<file path="config.mk">
export PLATFORM = sky130hd
export DESIGN_NAME = fetch_sequencer
export DESIGN_NICKNAME = d
export VERILOG_FILES = /design/src/rtl/baluga_pkg.sv /design/src/rtl/fetch_sequencer.sv
export SDC_FILE = /design/constraint.sdc
export NUM_CORES = 1
export LEC_CHECK = 0
export ABC_AREA = 0
export CORE_ASPECT_RATIO = 0.7
export CORE_MARGIN = 2
export CORE_UTILIZATION = 40
export CTS_CLUSTER_SIZE = 10
export DETAILED_ROUTE_END_ITERATION = 6
export HOLD_SLACK_MARGIN = 0.08
export PLACE_DENSITY = 0.75
export SLEW_MARGIN = 20
export SYNTH_ARGS = -nofsm -noshare
export SYNTH_HDL_FRONTEND = slang
export SYNTH_SLANG_ARGS = --single-unit
</file>
<file path="constraint.sdc">
create_clock -name clock -period 2.68 [get_ports clock]
set_clock_uncertainty 0.05 [all_clocks]
set_input_delay 0.804 -clock clock [delete_from_list [all_inputs] [get_ports clock]]
set_output_delay 0.804 -clock clock [all_outputs]
set_load 0.01 [all_outputs]
</file>
<file path="src/rtl/baluga_pkg.sv">
// Shared BaLuGa core definitions: word widths, halt encoding, instruction field
// positions and the fetch sequencer state encoding.
package baluga_pkg;

  localparam int BALUGA_ADDR_W  = 8;
  localparam int BALUGA_INSTR_W = 9;

  localparam logic [BALUGA_INSTR_W-1:0] BALUGA_HALT_WORD = 9'b0111_00_010;

  // Instruction field slices: [8:5] opcode, [4:3] reg, [2:0] reg/imm
  localparam int OPC_HI = 8;
  localparam int OPC_LO = 5;
  localparam int REG_HI = 4;
  localparam int REG_LO = 3;
  localparam int IMM_HI = 2;
  localparam int IMM_LO = 0;

  typedef enum logic [1:0] {
    IDLE   = 2'd0,
    FETCH  = 2'd1,
    EXEC   = 2'd2,
    HALTED = 2'd3
  } seq_state_t;

  function automatic logic [OPC_HI-OPC_LO:0] opcode_of(input logic [BALUGA_INSTR_W-1:0] w);
    return w[OPC_HI:OPC_LO];
  endfunction

endpackage

</file>
<file path="src/rtl/fetch_sequencer.sv">
// PC and fetch controller: FETCH latches the ROM word, EXEC holds it for the
// datapath and then advances, branches or halts. Optional macro: FETCH_SINGLE_STEP_EN.
module fetch_sequencer
  import baluga_pkg::*;
#(
  parameter int                 ADDR_W    = BALUGA_ADDR_W,
  parameter int                 INSTR_W   = BALUGA_INSTR_W,
  parameter logic [ADDR_W-1:0]  START_PC  = '0,
  parameter logic [INSTR_W-1:0] HALT_WORD = BALUGA_HALT_WORD
) (
  input  logic               clock,
  input  logic               reset_n,
`ifdef FETCH_SINGLE_STEP_EN
  input  logic               step,
`endif
  input  logic               start,
  input  logic               stall,
  output logic [ADDR_W-1:0]  rom_address,
  input  logic [INSTR_W-1:0] rom_instruction,
  output logic [INSTR_W-1:0] instruction,
  output logic               instr_valid,
  input  logic               branch_taken,
  input  logic [ADDR_W-1:0]  branch_offset,
  output logic [ADDR_W-1:0]  pc,
  output logic               halted,
  output logic               done
);

  seq_state_t         state, state_nxt;
  logic [ADDR_W-1:0]  pc_q, pc_nxt;
  logic [INSTR_W-1:0] ir_q, ir_nxt;
  logic               done_q, done_nxt;
  logic               advance;
  logic               is_halt;

`ifdef FETCH_SINGLE_STEP_EN
  assign advance = ~stall & step;
`else
  assign advance = ~stall;
`endif

  assign is_halt = (ir_q == HALT_WORD);

  always_ff @(posedge clock or negedge reset_n) begin
    if (!reset_n) begin
      state  <= IDLE;
      pc_q   <= START_PC;
      ir_q   <= '0;
      done_q <= 1'b0;
    end else begin
      state  <= state_nxt;
      pc_q   <= pc_nxt;
      ir_q   <= ir_nxt;
      done_q <= done_nxt;
    end
  end

  // Halt outranks a branch; same-width add gives sign extension and wrap for free.
  always_comb begin
    state_nxt = state;
    pc_nxt    = pc_q;
    ir_nxt    = ir_q;
    done_nxt  = 1'b0;
    case (state)
      IDLE, HALTED: begin
        if (start) begin
          state_nxt = FETCH;
          pc_nxt    = START_PC;
        end
      end
      FETCH: begin
        ir_nxt    = rom_instruction;
        state_nxt = EXEC;
      end
      EXEC: begin
        if (advance) begin
          if (is_halt) begin
            state_nxt = HALTED;
            done_nxt  = 1'b1;
          end else begin
            state_nxt = FETCH;
            pc_nxt    = branch_taken ? (pc_q + branch_offset) : (pc_q + ADDR_W'(1));
          end
        end
      end
      default: state_nxt = IDLE;
    endcase
  end

  assign rom_address = pc_q;
  assign pc          = pc_q;
  assign instruction = ir_q;
  assign instr_valid = (state == EXEC);
  assign halted      = (state == HALTED);
  assign done        = done_q;

endmodule

</file>
==> impl_summary.txt <==
----------------------------------------------------
[GRT]
  Global-route usage over all layers ... between 15 and 20%
  Initial antenna violation count ... 0
  Vias in the first global route ... 1081
  Maximum number of pins on one net before global-route repair ... 21
  Global-route wire length before repair ... 4890 µm
  Remaining global-route overflow ... 0

[Yosys]
  Post-synth net total ... between 150 and 200
  Adder and majority gate portion of the synthesized area ... 11.5%
  Share of synthesized cell area in and, or, nand and nor gates ... ~14%
  Dominant combinational cell family by area after synthesis ... compound AO/OA/AOI/OAI gates
  Count of synthesis-stage warnings from yosys ... 0
  Synthesized-area fraction occupied by ao, oa, aoi and oai cells ... 16.5%
  Portion of netlist area occupied by mux cells ... under 10%
  Yosys reg bits ... 20
  Post-Synth XOR/XNOR Area ... around 2.1%
  Post-synthesis instance area ... 0.00126 mm²
  Seq/Total Area, Yosys ... 39.6%
  Library cells used by synthesis ... 34
  Average size of a mapped cell ... 10.5 µm²
  Instance count of the mapped netlist ... 120

[Route]
  Antenna Nets Post-Route ... 0
  Routed vias ... about 1100
  Detail-routed via count per cell ... between 4 and 5
  Uppermost routed layer ... met4
  Average detailed-routed wire length per instance ... 13.7 µm
  Routed met2 length ... 1340 µm
  Drt first pass iters ... 4
  Routed length on met1 ... 1490 µm
  First-iteration detailed-routing DRC count ... 61
  Final routed wirelength across all metal layers ... 2940 µm
  WL met3 ... between 80 and 90 µm
  Detailed-route DRC error count ... 0

[Worst setup path]
  Max stage delay on crit path ... 0.40 ns
  Required @ worst endpoint ... 2.82 ns
  Maximum net fanout on the critical path ... 2
  Number of buffer and inverter stages on the critical path ... 1
  Arrival time at the worst endpoint ... 2.73 ns
  Worst-path cell chain ... clkdlybuf4s50_1, and2_4, ha_4, a211oi_2, or3_1, and3_1, or4_1, nand3_1
  Critical path class ... input port to flop
  Cell family contributing the most delay on the critical path ... simple AND/OR/NAND/NOR gates
  Slowest CP cell ... clkdlybuf4s50_1
  Startpoint type of the worst setup path ... input port
  Critical path capture point type ... flop

[Clocking]
  Number of buffers inserted during clock tree synthesis ... 3
  Setup bufs post-CTS ... 0
  Clock tree sinks ... 20
  H-Tree Depth ... 1
  Maximum root-to-sink buffer count ... 2
  Clock root buffer ... clkbuf_8
  Worst skew pair latency ... 0.25 ns
  CTS tree ... yes
  Clock transition at path regs ... 0.07 ns

[Die]
  Die extent in x ... 71.1 µm
  Standard-cell rows ... 17
  Top-level port count ... 50
  Placeable Area ... 0.00308 mm²
  Die Y-Extent ... 51.0 µm
  Total Die Area ... ~0.0036 mm²
  Initial Util ... about two fifths

[Outcome]
  Result of the run ... finished clean

[Pwr]
  Final total power ... 1.76 mW
  Cell Pwr Density ... 905 mW/mm²
  Worst IR Drop VDD ... roughly 0.59 mV
  Leak pwr ... 0.801 nW

[Run]
  # Max-Cap Violations ... 0

[STA]
  Rel. slew slack ... 68.6%
  Slew at the pin closest to its max-slew limit ... 0.466 ns
  Highest clock frequency the design can meet ... 387 MHz
  Slew Limit Fails ... 0
  Unrepaired setup endpoints after global routing ... no
  Final hold vios ... 0
  Shortest period the worst path allows ... 2.59 ns
  Final Cycle Share ... 96.5%
  Hold Worst Slack ... 0.483 ns
  Setup violation total in the final timing report ... 0

[Layout]
  Synth-to-layout area growth ... 54.1%
  Diodes inserted ... 0
  Core Util, Final ... 63.1%
  Share of cells above drive strength 1 ... 24.4%
  Post-layout instance area ... 0.00195 mm²
  Number of filler instances in the final layout ... 226
  Nets ... 211

[Placed design]
  # port buffers ... slightly below 50
  Post-place instance area ... between 0.0015 and 0.002 mm²
  DPL Wire Length ... 2310 µm
  Final weighted congestion of routability-driven global placement ... 0.857

[Worst hold path]
  Hold WC Path Type ... flop to flop

----------------------------------------------------
[report_power, final]
part	switching [mW]	internal [mW]	leakage (nW)
combinational	0.442	0.587	0.525
sequential	0.122	0.422	0.254
clock	0.0882	0.0999	0.0216
[worst paths after layout]
| kind | slack [ns] | endpoint | startpoint | depth (start not counted) |
|---|---|---|---|---|
| setup reg to reg | 0.58 | pc[7]$_DFFE_PN0P_ | state[0]$_DFFE_PN0P_ | 8 |
| hold reg to reg | 0.48 | instruction[0]$_DFFE_PN0N_ | instruction[0]$_DFFE_PN0N_ | 1 |
| hold / removal | 0.48 | instruction[0]$_DFFE_PN0N_ | instruction[0]$_DFFE_PN0N_ | 1 |
| max in group asynchronous | 1.54 | instruction[7]$_DFFE_PN0N_ | reset_n | 2 |
| setup / recovery | 0.09 | pc[7]$_DFFE_PN0P_ | branch_offset[1] | 8 |
| min in group asynchronous | 0.83 | instruction[2]$_DFFE_PN0N_ | reset_n | 2 |
[cells by family (layout without fill, tap and decap cells)]
| kind of cell | after synthesis | count (layout) |
|---|---|---|
| compound gates | 30 | 30 |
| xor+xnor | 3 | 3 |
| fa+ha+maj | 11 | 11 |
| buf+inv | 15 | 71 |
| flops | 20 | 20 |
| mux | 9 | 9 |
| simple gates | 32 | 32 |
[cell usage in the layout, fill, tap and decap left out, types with 2 or more instances in the layout]
cell type / instances
a211oi_2: 3
a21oi_1: 4
o21bai_1: 2
buf_4: 15
inv_1: 4
nand2_1: 14
clkdlybuf4s50_1: 48
and2_1: 5
a211oi_1: 2
xor2_1: 2
dfrtp_1: 20
ha_1: 5
mux2_2: 9
o21ai_0: 7
o31ai_1: 5
ha_4: 4
o211ai_1: 2
nand3_1: 2
clkbuf_8: 3
[worst register-to-register path, delay by kind of cell, from the launching register on]
kind / cells / cell delay [ns]
buffers and inverters: 2 / 0.24
DFF: 1 / 0.40
adders and majority gates: 1 / 0.22
and+or+nand+nor: 3 / 0.64
AOI/OAI and AO/OA: 2 / 0.49
[area by class of cell]
cell class                 count  area [µm²]  area share (%)
multi-input combinational     85         739            38.0
sequential                    20         500            25.7
tap                           38        47.5            2.44
inverter                       4        15.0           0.772
clock buffer                   3        41.3            2.12
timing repair buffer          64         602            30.9
[through the flow]
step           setup TNS, ns  std cells  setup slack (ns)
2_1_floorplan              0        120             0.150
3_3_place_gp           -1.31        211            -0.404
3_5_place_dp           -1.74        211            -0.474
4_1_cts                    0        214           0.00357
5_1_grt                    0        214           0.00729
6_report                   0        214            0.0942
[Yosys cell counts]
cell,instances,area share [%]
nand4bb_1,1,0.89
nand2b_1,1,0.50
nor4_2,1,0.99
nor2b_1,1,0.50
o31ai_1,5,3.0
or2b_2,1,0.69
a21o_2,1,0.69
fa_1,1,1.6
clkbuf_1,1,0.30
a21oi_1,4,1.6
buf_6,2,1.8
and3_1,1,0.50
a2bb2oi_1,1,0.69
or3_1,1,0.50
nand2_1,14,4.2
inv_1,4,1.2
a211oi_1,5,3.0
mux2_2,9,8.0
nand3_1,2,0.79
nand2_2,1,0.50
o21bai_1,2,1.2
o211ai_1,2,1.2
xnor2_1,1,0.69
dfrtp_1,20,40
ha_1,10,9.9
a211o_4,1,1.4
and2_1,6,3.0
buf_4,8,4.8
xor2_1,2,1.4
a21o_1,1,0.59
o21ai_0,7,2.8
o21ai_1,1,0.40
nand4b_1,1,0.69
or4_1,1,0.59
[flip-flops by register name, summed over array words and instances, names as in the netlist]
signal       cells
state            2
done             1
pc               8
instruction      9
[metal layers]
layer | track usage (%) | vias up
li1 | - | 534
met3 | 3.16 | 5
met2 | 25.6 | 23
met1 | 24.4 | 501
met4 | 4.40 | 0
met5 | 0 | -
[what timing repair did]
| item | 4_1_cts | 5_1_grt |
|---|---|---|
| pin swaps | 0 | 7 |
| gates cloned | 0 | 0 |
| resized for setup | 4 | 8 |
| endpoints found under the setup margin | 4 | 3 |
| hold buffers | 0 | 0 |
(Power assumes the default switching activity.)
